File: src/rtl/fp_divider_seq.sv
// fp_divider_seq: sequential signed fixed-point divider (in1 / in2).
// Restoring shift-subtract core that produces one quotient bit per clock,
// with valid/ready handshakes on the operand and result sides.
// Unrepresentable quotients and division by zero saturate and raise flags.
// Optional feature macro: FP_DIV_ROUND_EN adds one guard bit and rounds the
// magnitude half away from zero; without it the quotient truncates toward zero.
module fp_divider_seq #(
    parameter int WI1 = 3,
    parameter int WF1 = 4,
    parameter int WI2 = 4,
    parameter int WF2 = 3,
    parameter int WIO = WI1 + WF2,
    parameter int WFO = WF1 + WI2
) (
    input  logic                   clk,
    input  logic                   nRst,
    input  logic                   inValid,
    output logic                   inReady,
    input  logic [WI1+WF1-1:0]     in1,
    input  logic [WI2+WF2-1:0]     in2,
    output logic                   outValid,
    input  logic                   outReady,
    output logic                   overFlow,
    output logic                   divZero,
    output logic [WIO+WFO-1:0]     FpDivOut
);

    localparam int W1 = WI1 + WF1;
    localparam int W2 = WI2 + WF2;
    localparam int S  = WFO + WF2 - WF1;
    localparam int NW = WI1 + WF1 + S;
    localparam int QW = WIO + WFO;
`ifdef FP_DIV_ROUND_EN
    localparam int RND = 1;
`else
    localparam int RND = 0;
`endif
    localparam int NWR = NW + RND;
    localparam int CW  = $clog2(NWR + 1);

    // Saturation limits on the magnitude, one bit wider than the quotient
    localparam logic [QW:0]   POS_LIM = {2'b00, {(QW-1){1'b1}}};
    localparam logic [QW:0]   NEG_LIM = {2'b01, {(QW-1){1'b0}}};
    localparam logic [QW-1:0] MAX_POS = {1'b0, {(QW-1){1'b1}}};
    localparam logic [QW-1:0] MIN_NEG = {1'b1, {(QW-1){1'b0}}};

    typedef enum logic [1:0] {IDLE, DIVIDE, FINISH, HOLD} state_t;

    state_t          state;
    state_t          nextState;

    logic            signReg;
    logic            dividendNeg;
    logic [NWR-1:0]  nReg;
    logic [W2-1:0]   dReg;
    logic [W2-1:0]   rem;
    logic [NWR-1:0]  qReg;
    logic [CW-1:0]   count;

    logic [W1-1:0]   absIn1;
    logic [W2-1:0]   absIn2;
    logic [W2:0]     remShift;
    logic            ge;
    logic [QW:0]     mag;
    logic [QW:0]     negMag;

    // Operand magnitudes; the most negative value maps onto its unsigned magnitude without wrapping
    assign absIn1   = in1[W1-1] ? (~in1 + W1'(1)) : in1;
    assign absIn2   = in2[W2-1] ? (~in2 + W2'(1)) : in2;
    assign remShift = {rem, nReg[NWR-1]};
    assign ge       = (remShift >= {1'b0, dReg});
`ifdef FP_DIV_ROUND_EN
    assign mag      = (QW+1)'(qReg[NWR-1:1]) + (QW+1)'(qReg[0]);
`else
    assign mag      = (QW+1)'(qReg);
`endif
    assign negMag   = (QW+1)'(0) - mag;

    // State register
    always_ff @(posedge clk) begin
        if (!nRst)
            state <= IDLE;
        else
            state <= nextState;
    end

    // Next-state logic and handshake outputs
    always_comb begin
        nextState = state;
        inReady   = 1'b0;
        outValid  = 1'b0;
        case (state)
            IDLE: begin
                inReady = 1'b1;
                if (inValid)
                    nextState = (absIn2 == '0) ? FINISH : DIVIDE;
            end
            DIVIDE: begin
                if (count == CW'(NWR - 1))
                    nextState = FINISH;
            end
            FINISH: begin
                nextState = HOLD;
            end
            HOLD: begin
                outValid = 1'b1;
                if (outReady)
                    nextState = IDLE;
            end
            default: nextState = IDLE;
        endcase
    end

    // Datapath: operand capture, one restoring iteration per cycle, then sign/saturate into the result register
    always_ff @(posedge clk) begin
        if (!nRst) begin
            signReg     <= 1'b0;
            dividendNeg <= 1'b0;
            nReg        <= '0;
            dReg        <= '0;
            rem         <= '0;
            qReg        <= '0;
            count       <= '0;
            overFlow    <= 1'b0;
            divZero     <= 1'b0;
            FpDivOut    <= '0;
        end else begin
            case (state)
                IDLE: begin
                    if (inValid) begin
                        signReg     <= in1[W1-1] ^ in2[W2-1];
                        dividendNeg <= in1[W1-1];
                        nReg        <= NWR'(absIn1) << (S + RND);
                        dReg        <= absIn2;
                        rem         <= '0;
                        qReg        <= '0;
                        count       <= '0;
                    end
                end
                DIVIDE: begin
                    rem   <= ge ? W2'(remShift - {1'b0, dReg}) : W2'(remShift);
                    qReg  <= {qReg[NWR-2:0], ge};
                    nReg  <= nReg << 1;
                    count <= count + CW'(1);
                end
                FINISH: begin
                    if (dReg == '0) begin
                        overFlow <= 1'b1;
                        divZero  <= 1'b1;
                        FpDivOut <= dividendNeg ? MIN_NEG : MAX_POS;
                    end else if (signReg && (mag > NEG_LIM)) begin
                        overFlow <= 1'b1;
                        divZero  <= 1'b0;
                        FpDivOut <= MIN_NEG;
                    end else if (!signReg && (mag > POS_LIM)) begin
                        overFlow <= 1'b1;
                        divZero  <= 1'b0;
                        FpDivOut <= MAX_POS;
                    end else begin
                        overFlow <= 1'b0;
                        divZero  <= 1'b0;
                        FpDivOut <= signReg ? negMag[QW-1:0] : mag[QW-1:0];
                    end
                end
                default: ;
            endcase
        end
    end

endmodule

File: config.mk
export PLATFORM = sky130hd
export DESIGN_NAME = fp_divider_seq
export DESIGN_NICKNAME = d
export VERILOG_FILES = /design/src/rtl/fp_divider_seq.sv
export SDC_FILE = /design/constraint.sdc
export NUM_CORES = 1
export LEC_CHECK = 0
export BUFFER_PORTS_ARGS = -buffer_cell sky130_fd_sc_hd__buf_2
export CORE_AREA = 2 2 98 100
export DETAILED_ROUTE_END_ITERATION = 6
export DIE_AREA = 0 0 100 102
export PLACE_DENSITY = 0.55
export SLEW_MARGIN = 20
export SYNTH_ARGS = -nofsm -noshare
export SYNTH_HDL_FRONTEND = slang
export SYNTH_SLANG_ARGS = --single-unit
File: constraint.sdc
create_clock -name clk -period 2.9 [get_ports clk]
set_clock_uncertainty 0.1 [all_clocks]
set_input_delay 0.29 -clock clk [delete_from_list [all_inputs] [get_ports clk]]
set_output_delay 0.29 -clock clk [all_outputs]
set_load 0.01 [all_outputs]
==> summary.txt, run 1 <==
Routing
  – Number of routed nets with antenna violations: 0
  – Vias per std cell: 5.41
  – Residual DRC: 0
  – Vias: 3027
  – DR pass1 iterations: 4
  – Initial drt markers: 128
  – Drt total wl: 8.07 mm
  – Routed len/inst: 14.4 µm

Logic synthesis
  – Yosys top cell area share: 0.332
  – Asr flop ratio synth: 0
  – Syn nets: 460
  – Synth cell count leaders: 59 x dfxtp_1, 47 x nand2_1, 25 x clkbuf_1, 25 x o21ai_0, 24 x inv_1
  – Most numerous cell in the Yosys netlist: dfxtp_1
  – Synth area leader: dfxtp_1
  – Seq cells post-synth: 59
  – Seq/Total Area, Yosys: 0.332
  – Post-Syn Area: 3560 µm²
  – Top cells by area, synth: dfxtp_1 33%, ha_1 5.6%, nand2_1 5.0%
  – Synth Warn #: 0
  – Syn Inst Count: 425
  – Post-synth EDFFs: 0
  – Distinct cells, synth: 62
  – Synthesized area per cell: 8.38 µm²
  – Top_reg_cell synth: dfxtp_1

Timing
  – RSZ-0062 raised after global routing: false
  – Hold Vio Cnt, Final: 0
  – Setup tns final: 0 ns
  – Fmax achieved: 0.404 GHz
  – Crit share post-route: 0.854
  – Final setup viols: 0
  – Fin crit period: 2.48 ns
  – Final worst slack: 0.422 ns
  – Tightest Pin Transition: 0.677 ns
  – Slew Viols, Final: 0
  – Slew headroom: 0.548

Floorplan
  – Die area: 10200 µm²
  – Die H: 102 µm
  – Die Width: 100 µm
  – Placeable Area: 9110 µm²
  – Initial Util: 0.391
  – I/O Pins: 36
  – Rows: 35

Clocking
  – TritonCTS clock tree: built
  – Hold buffers post-CTS: 0
  – Clk pin slew, worst setup/hold paths: 0.06 ns
  – CTS root buf: clkbuf_8
  – Post_cts resized: 0
  – Number of CTS-inserted buffers: 9
  – Clock Latency Late Sink: 0.34 ns
  – Htree depth: 3
  – Clk sinks: 59
  – Clock tree buffer depth: 2
  – Post-CTS Setup Bufs: 0

GRT
  – Global route total overflow: 0
  – First-pass GRT wire length: 13.9 mm
  – Initial antenna violation count: 0
  – GRT Overall Usage: 0.168
  – Largest net degree at the start of global routing: 34
  – Vias in the first global route: 2843

Power and ir drop
  – Static leakage: 0.00164 µW
  – Overall Power: 3490 µW
  – Peak VDD IR: 0.000318 V
  – Cell Pwr Density: 884 nW/µm²

Hold path
  – HP Class: primary input to flip-flop

Critical path
  – Worst Setup Start Kind: flip-flop
  – CP Max Fanout: 11
  – Worst EP arrival: 2.60 ns
  – Critical path required time: 3.03 ns
  – CP Class: flip-flop to flip-flop
  – Critical Path End Type: flip-flop

Placement
  – # port buffers: 35
  – GPL Wtd Cong: 0.873
  – Hpwl dp: 5.76 mm
  – Place WS: 0.479 ns
  – Placed insts: 545

Finish
  – Nets: 480
  – Final design utilization: 0.433
  – # diodes: 0
  – Layout cell share with drive strength beyond 1: 0.167
  – Fillers: 935
  – Layout Cells excl Fill: 560
  – Area grow syn2layout: 10.7%

Flow run
  – Max Cap Viol: 0

Status
  – Outcome: finished clean
worst paths after layout:
check                        start  slack, ns  cells after the start                     to
max          nReg[13]$_SDFFE_PN0P_       0.42                      8    rem[1]$_SDFFE_PN0P_
min                         in2[0]       0.13                      3   dReg[0]$_SDFFE_PN0P_
max reg2reg  nReg[13]$_SDFFE_PN0P_       0.42                      8    rem[1]$_SDFFE_PN0P_
min reg2reg  nReg[10]$_SDFFE_PN0P_       0.35                      2  nReg[10]$_SDFFE_PN0P_
worst max-delay path: stages (launching register included):
cell and delay (ns):
dfxtp_1 0.34, inv_1 0.05, ha_1 0.22, fa_1 0.38, nand2b_1 0.19, a211oi_1 0.30, o31a_1 0.39, o21ai_1 0.12
a32o_1 0.28
layer usage:
| metal | part of all wire | track usage | routed length (µm) | vias to the layer above |
|---|---|---|---|---|
| li1 | - | - | - | 1561 |
| met2 | 0.44 | 0.259 | 3570 | 34 |
| met1 | 0.52 | 0.237 | 4180 | 1421 |
| met3 | 0.025 | 0.0274 | 200 | 11 |
| met5 | 0 | 0 | 0 | - |
| met4 | 0.016 | 0.0664 | 126 | 0 |
report_power, final:
part	switching [µW]	total, µW	internal, µW
clock network	316	640	325
logic	1060	1710	653
registers	136	1130	995
total	1510	3490	1970
metrics by stage:
step | cell area, µm² | hold WS, ns
2_1_floorplan | 3560 | 0.325
5_1_grt | 3940 | 0.125
4_1_cts | 3940 | 0.120
3_5_place_dp | 3780 | 0.343
6_report | 3940 | 0.131
3_3_place_gp | 3780 | 0.337
layout by cell type (no fill, tap or decap), types with 3 or more instances in the layout:
cell type / synthesis / layout
dfxtp_1: 59 / 59
nand2_1: 47 / 47
buf_2: 5 / 35
o21ai_0: 25 / 25
inv_1: 24 / 24
nor2b_1: 22 / 22
ha_1: 16 / 16
a22oi_1: 15 / 15
nor2_1: 14 / 14
xor2_1: 12 / 12
a21oi_1: 11 / 11
o21ai_1: 10 / 10
clkbuf_8: 0 / 10
xnor2_1: 9 / 9
o211ai_1: 9 / 9
a21boi_1: 8 / 8
nand2b_1: 8 / 8
o211a_1: 7 / 7
nand4_1: 7 / 7
a21oi_2: 7 / 7
buf_4: 0 / 7
nand3_1: 6 / 6
nor3_1: 6 / 6
mux2i_1: 5 / 5
o221ai_2: 5 / 5
or3_1: 4 / 4
a31oi_1: 4 / 4
and2_1: 3 / 3
a211oi_1: 3 / 3
o31ai_1: 3 / 3
nor4_1: 3 / 3
o221ai_1: 3 / 3
clkinv_2: 0 / 3
sequential cells by signal, summed over array words and instances (netlist names):
name,cells
dividendNeg,1
FpDivOut,14
rem,7
overFlow,1
dReg,7
nReg,7
divZero,1
qReg,14
signReg,1
count,4
state,2
final cells by class:
| class | count | area, µm² | share of cell area |
|---|---|---|---|
| Clock inverter | 3 | 15.0 | 0.00381 |
| Sequential cell | 59 | 1180 | 0.300 |
| Inverter | 26 | 97.6 | 0.0248 |
| Tap cell | 111 | 139 | 0.0352 |
| Multi-Input combinational cell | 307 | 2140 | 0.542 |
| Clock buffer | 12 | 145 | 0.0368 |
| Timing Repair Buffer | 42 | 228 | 0.0578 |
kinds of logic (layout without fill, tap and decap cells):
logic type	count (synthesis)	count (layout)	share of synthesized area
DFF	59	59	0.332
xor gates and xnor gates	21	21	0.0517
muxes	5	5	0.0141
adders and majority gates	17	17	0.0618
and+or+nand+nor	137	137	0.207
buffers and inverters	59	83	0.0682
AOI/OAI and AO/OA	127	127	0.265
Power figures use the tool's default switching activity.
==> inputs of run 2 (changes only) <==
- GPL_TIMING_DRIVEN: not set -> 0
- clock period: 2.9 -> 3 ns (I/O delays scaled with it)
==> run 2 against run 1 <==
Net effect:
- power grew 2.1%
- sequential power shrank 4%
- maximum frequency shrank 6.3%
- setup slack lost 0.065 ns
- first-iteration DRC count shrank 4.7%
- global-route usage grew 1.2 points
- non-clock buffer count grew 24
- register-to-register slack lost 0.07 ns
- combinational power is essentially flat
- design area grew 3.3%
- die area is the same
- worst hold slack gained 0.0025 ns
- largest cell class unchanged
- largest power group unchanged
==> summary.txt, run 2 (synthesized netlist as in run 1, its figures left out) <==
Flow run
  – Max Cap Viol: 0 (unchanged)

Floorplan
  – Die Width: 100 µm (unchanged)
  – Placeable Area: 9110 µm² (unchanged)
  – Die area: 10200 µm² (unchanged)
  – Die H: 102 µm (unchanged)
  – Initial Util: 0.391 (unchanged)
  – Rows: 35 (unchanged)
  – I/O Pins: 36 (unchanged)

GRT
  – Initial antenna violation count: 0 (unchanged)
  – First-pass GRT wire length: 14.5 mm (+4.6%)
  – GRT Overall Usage: 0.180 (+0.0116)
  – Vias in the first global route: 2977 (+4.7%)
  – Global route total overflow: 0 (unchanged)
  – Largest net degree at the start of global routing: 14 (-59%)

Finish
  – Commonest non-fill, non-tap cell in the layout: dfxtp_1
  – Most frequent cells in the layout: 59 x dfxtp_1, 47 x nand2_1, 38 x buf_2, 25 x clkbuf_1, 25 x o21ai_0
  – Fillers: 928 (-0.75%)
  – Layout cell share with drive strength beyond 1: 0.160 (-0.00670)
  – # diodes: 0 (unchanged)
  – Layout Cells excl Fill: 585 (+4.5%)
  – Nets: 504 (+5.0%)
  – Regs by FF count: FpDivOut x14, qReg x14
  – Area grow syn2layout: 14.4%

Clocking
  – Post_cts resized: 0 (unchanged)
  – Clock Latency Late Sink: 0.34 ns (about the same)
  – Post-CTS Setup Bufs: 0 (unchanged)
  – Htree depth: 3 (unchanged)
  – Hold buffers post-CTS: 0 (unchanged)
  – CTS root buf: clkbuf_8
  – Clk pin slew, worst setup/hold paths: 0.08 ns (+0.02 ns)
  – Clk sinks: 59 (unchanged)
  – Number of CTS-inserted buffers: 9 (unchanged)
  – Clock tree buffer depth: 2 (unchanged)
  – TritonCTS clock tree: built

Hold path
  – Hold Path Sink: dReg[0]$_SDFFE_PN0P_
  – Hold path depth: 3 (unchanged)
  – HP Start: in2[0]
  – HP Class: primary input to flip-flop

Critical path
  – FF-to-FF path depth: 9 (+1)
  – Worst EP arrival: 2.78 ns (+0.18 ns)
  – Worst Setup Start Kind: flip-flop
  – CP Max Fanout: 10 (-1)
  – Critical Path End Type: flip-flop
  – Worst r2r src: nReg[13]$_SDFFE_PN0P_
  – R2R Setup Slk: 0.36 ns (-0.07 ns)
  – Crit-path cells: inv_1 > ha_1 > fa_1 > nand2b_1 > a211oi_1 > o31a_1 > clkbuf_1 > o21ai_1 > a32o_1
  – CP Class: flip-flop to flip-flop
  – Critical path required time: 3.14 ns (+0.11 ns)
  – CP max stage cell: fa_1
  – R2R Path End: rem[1]$_SDFFE_PN0P_
  – Max stage delay on crit path: 0.40 ns (about the same)

Placement
  – Hpwl dp: 6.44 mm (+12%)
  – Placed insts: 569 (+4.4%)
  – Place WS: 0.404 ns (-0.0757 ns)
  – GPL Wtd Cong: 0.878 (+0.62%)
  – # port buffers: 33 (-5.7%)

Timing
  – Tightest Pin Transition: 0.634 ns (-0.0432 ns)
  – Final worst slack: 0.357 ns (-0.0654 ns)
  – Setup tns final: 0 ns (unchanged)
  – Crit share post-route: 0.881 (+0.0267)
  – Final setup viols: 0 (unchanged)
  – Slew headroom: 0.577 (+0.0288)
  – Hold Vio Cnt, Final: 0 (unchanged)
  – RSZ-0062 raised after global routing: false
  – Slew Viols, Final: 0 (unchanged)
  – Fmax achieved: 0.378 GHz (-6.3%)
  – Fin crit period: 2.64 ns (+0.165 ns)

Routing
  – Drt total wl: 8.65 mm (+7.2%)
  – DR pass1 iterations: 4 (unchanged)
  – Vias: 3148 (+4.0%)
  – Routed len/inst: 14.8 µm (+2.6%)
  – Number of routed nets with antenna violations: 0 (unchanged)
  – Initial drt markers: 122 (-4.7%)
  – Residual DRC: 0 (unchanged)
  – Vias per std cell: 5.38 (-0.45%)

Power and ir drop
  – Cell Pwr Density: 874 nW/µm² (-1.2%)
  – Static leakage: 0.00169 µW (+3.0%)
  – Peak VDD IR: 0.000344 V (+8.2%)

Status
  – Outcome: finished clean
-- run 2: cell count changes in the layout (fill, tap and decap cells not counted), moves of 2 or more --
| cell | delta |
|---|---|
| buf_2 | +3 |
| buf_4 | -7 |
| buf_6 | +2 |
| clkbuf_1 | +23 |
| clkinv_2 | -3 |
| clkinv_4 | +3 |
| inv_6 | +2 |
-- run 2: power breakdown --
group          total, µW  switching [µW]  leakage [µW]  internal, µW
registers           1090             126      0.000480           961
logic               1710            1070       0.00110           636
clock network        762             363      0.000106           399
total               3560            1560       0.00169          2000
-- run 2: stage by stage --
step	area [µm²]	hold WS [ns]	power, µW	utilization
final	4070	0.134	3560	0.447
after global routing	4070	0.133	3860	0.447
after CTS	4070	0.126	3590	0.447
after detailed placement	3860	0.343	2820	0.424
after global placement	3860	0.339	2790	0.424
after floorplan	3560	0.326	2350	-
-- run 2: cell type report --
cell class,instances,area (µm²),share of cell area
Clock buffer,9,124,0.0304
Timing Repair Buffer,33,165,0.0405
Buffer,33,145,0.0356
Tap cell,111,139,0.0341
Clock inverter,7,85.1,0.0209
Multi-Input combinational cell,307,2140,0.525
Sequential cell,59,1180,0.290
Inverter,26,97.6,0.0240
-- run 2: worst max-delay path: cells and delay by family, from the launching register on --
kind                       cells  cell delay, ns
AOI/OAI and AO/OA              4            0.83
adders and majority gates      2            0.61
buffers and inverters          2            0.43
DFF                            1            0.38
and+or+nand+nor                1            0.19
-- run 2: how the worst max path moves through the flow --
stage	endpoint	slack, ns	from
after floorplan	rem[0]$_SDFFE_PN0P_	0.72	nReg[13]$_SDFFE_PN0P_
after global placement	rem[1]$_SDFFE_PN0P_	0.39	nReg[13]$_SDFFE_PN0P_
after detailed placement	rem[2]$_SDFFE_PN0P_	0.40	nReg[13]$_SDFFE_PN0P_
after CTS	rem[4]$_SDFFE_PN0P_	0.36	nReg[13]$_SDFFE_PN0P_
after global routing	rem[1]$_SDFFE_PN0P_	0.19	nReg[13]$_SDFFE_PN0P_
final	rem[1]$_SDFFE_PN0P_	0.36	nReg[13]$_SDFFE_PN0P_
-- run 2: routing by layer --
layer | track usage | share of wire | up-vias
li1 | - | - | 1608
met1 | 0.248 | 0.51 | 1481
met2 | 0.282 | 0.45 | 50
met3 | 0.0376 | 0.035 | 9
met4 | 0.0590 | 0.0094 | 0
met5 | 0 | 0 | -
==> inputs of run 3 (changes only) <==
- REMOVE_ABC_BUFFERS: not set -> 1
- clock period: 3 -> 2.6 ns (I/O delays scaled with it)
==> run 3 against run 2 <==
Net effect:
- die area is the same
- sequential power rose by 16%
- sequential share of layout area is 0.90 points higher
- first-iteration DRC count fell by 1.6%
- clock power up 10%
- combinational power is 11% higher
- cell count down 5.1%
- non-clock buffer count decreased by 30
- wire length shrank 10%
- register-to-register slack got worse by 0.14 ns
- largest power group unchanged
- largest cell class unchanged
==> summary.txt, run 3 (synthesized netlist as in run 1, its figures left out) <==
GRT
  – Global route total overflow: 0 (unchanged)
  – Vias in the first global route: 2791 (-6.2%)
  – First-pass GRT wire length: 13.4 mm (-7.3%)
  – Largest net degree at the start of global routing: 57 (+43)
  – GRT Overall Usage: 0.164 (-0.0157)
  – Initial antenna violation count: 0 (unchanged)

Critical path
  – Critical path required time: 2.74 ns (-0.40 ns)
  – Critical Path End Type: flip-flop
  – End of the critical path: rem[0]$_SDFFE_PN0P_
  – Worst EP arrival: 2.52 ns (-0.26 ns)
  – FF-to-FF path depth: 8 (-1)
  – CP Class: flip-flop to flip-flop
  – R2R Path End: rem[0]$_SDFFE_PN0P_
  – CP Max Fanout: 11 (+1)
  – R2R Setup Slk: 0.22 ns (-0.14 ns)
  – Worst Setup Start Kind: flip-flop
  – Worst r2r src: nReg[13]$_SDFFE_PN0P_
  – Worst Setup SP: nReg[13]$_SDFFE_PN0P_

Placement
  – Place WS: 0.127 ns (-0.277 ns)
  – Dpl cell area: 3750 µm² (-3.0%)
  – # port buffers: 35 (+6.1%)
  – Hpwl dp: 5.42 mm (-16%)
  – GPL Wtd Cong: 0.831 (-5.4%)

Routing
  – Drt total wl: 7.75 mm (-10%)
  – Vias: 2993 (-4.9%)
  – Initial drt markers: 120 (-1.6%)
  – DR pass1 iterations: 4 (unchanged)
  – Number of routed nets with antenna violations: 0 (unchanged)
  – Residual DRC: 0 (unchanged)
  – Vias per std cell: 5.39 (+0.22%)
  – Routed len/inst: 14.0 µm (-5.6%)

Floorplan
  – I/O Pins: 36 (unchanged)
  – Placeable Area: 9110 µm² (unchanged)
  – Die H: 102 µm (unchanged)
  – Die area: 10200 µm² (unchanged)
  – Initial Util: 0.391 (unchanged)
  – Die Width: 100 µm (unchanged)
  – Rows: 35 (unchanged)

Flow run
  – Max Cap Viol: 0 (unchanged)

Status
  – Outcome: finished clean

Clocking
  – Hold buffers post-CTS: 0 (unchanged)
  – Htree depth: 3 (unchanged)
  – Clk pin slew, worst setup/hold paths: 0.07 ns (about the same)
  – Number of CTS-inserted buffers: 9 (unchanged)
  – CTS root buf: clkbuf_8
  – Clock Latency Late Sink: 0.35 ns (about the same)
  – TritonCTS clock tree: built
  – Clock tree buffer depth: 2 (unchanged)
  – Clk sinks: 59 (unchanged)

Finish
  – Multi-input logic area: 2150 µm² (+0.59%)
  – Most frequent cells in the layout: 59 x dfxtp_1, 47 x nand2_1, 35 x buf_2, 25 x o21ai_0, 24 x inv_1
  – FF+latch area: 1180 µm² (unchanged)
  – Nets: 474 (-6.0%)
  – Post-route cell area: 3950 µm² (-3.0%)
  – Commonest non-fill, non-tap cell in the layout: dfxtp_1
  – Final design utilization: 0.434 (-0.0135)
  – Regs by FF count: FpDivOut x14, qReg x14
  – # diodes: 0 (unchanged)
  – Fillers: 948 (+2.2%)
  – Layout cell share with drive strength beyond 1: 0.164 (+0.00408)
  – Area grow syn2layout: 11.0%

Timing
  – Slew Viols, Final: 0 (unchanged)
  – Crit share post-route: 0.915 (+0.0342)
  – Final setup viols: 0 (unchanged)
  – RSZ-0062 raised after global routing: false
  – Slew headroom: 0.429 (-0.149)
  – Min Hold Slack: 0.0883 ns (-0.0456 ns)
  – Tightest Pin Transition: 0.857 ns (+0.223 ns)
  – Hold Vio Cnt, Final: 0 (unchanged)
  – Fin crit period: 2.38 ns (-0.264 ns)
  – Final worst slack: 0.220 ns (-0.136 ns)
  – Fmax achieved: 0.420 GHz (+11%)

Power and ir drop
  – Static leakage: 0.00163 µW (-3.5%)
  – Cell Pwr Density: 1010 nW/µm² (+16%)
  – Peak VDD IR: 0.000365 V (+6.2%)

Hold path
  – HP Class: primary input to flip-flop
  – Hold path depth: 3 (unchanged)
  – HP Start: in2[0]
-- run 3: cell types whose count changed in the layout (fill, tap and decap cells not counted), sizes merged --
cell      delta
clkbuf      -23
buf          -5
inv          -3
clkinvlp     +1
-- run 3: worst min path at each step --
| stage | endpoint | slack (ns) |
|---|---|---|
| 2_1_floorplan | count[1]$_SDFFE_PN0P_ | 0.28 |
| 3_3_place_gp | nReg[10]$_SDFFE_PN0P_ | 0.34 |
| 3_5_place_dp | nReg[11]$_SDFFE_PN0P_ | 0.34 |
| 4_1_cts | dReg[0]$_SDFFE_PN0P_ | 0.08 |
| 5_1_grt | dReg[0]$_SDFFE_PN0P_ | 0.10 |
| 6_report | dReg[0]$_SDFFE_PN0P_ | 0.09 |
-- run 3: area by class of cell --
cell class,count,share of cell area
Multi-Input combinational cell,307,0.544
Clock buffer,11,0.0358
Inverter,26,0.0247
Timing Repair Buffer,36,0.0481
Sequential cell,59,0.299
Tap cell,111,0.0351
Clock inverter,5,0.0133
-- run 3: metrics by stage --
step	power [µW]	setup TNS [ns]	cells
after global placement	3110	-10.61	538
after detailed placement	3160	0	539
final	3990	0	555
after floorplan	2620	0	392
after CTS	4010	0	555
after global routing	4340	0	555
-- run 3: worst max-delay path: stages (launching register included) --
cell and delay, ns:
dfxtp_1 0.37, inv_1 0.06, ha_1 0.22, fa_1 0.39
nand2b_1 0.19, a211oi_1 0.29, o31a_2 0.31, o21ai_1 0.09
a32o_1 0.28
-- run 3: power by group --
part           leakage (µW)  switching, µW  internal (µW)  total [µW]
sequential         0.000480            151           1110        1260
combinational       0.00105           1180            716        1890
clock             0.0000991            377            464         841
-- run 3: repair_timing --
action,in CTS,in global routing
setup endpoints to repair,0,8
endpoints found under the hold margin,0,0
setup buffers,0,0
gates resized for setup,0,2
-- run 3: per-layer routing --
metal  share of wire  global-route usage  routed length (µm)
met5               0                   0                   0
met4           0.021              0.0706                 159
met3           0.030              0.0294                 231
met2            0.42               0.251                3270
met1            0.53               0.228                4090
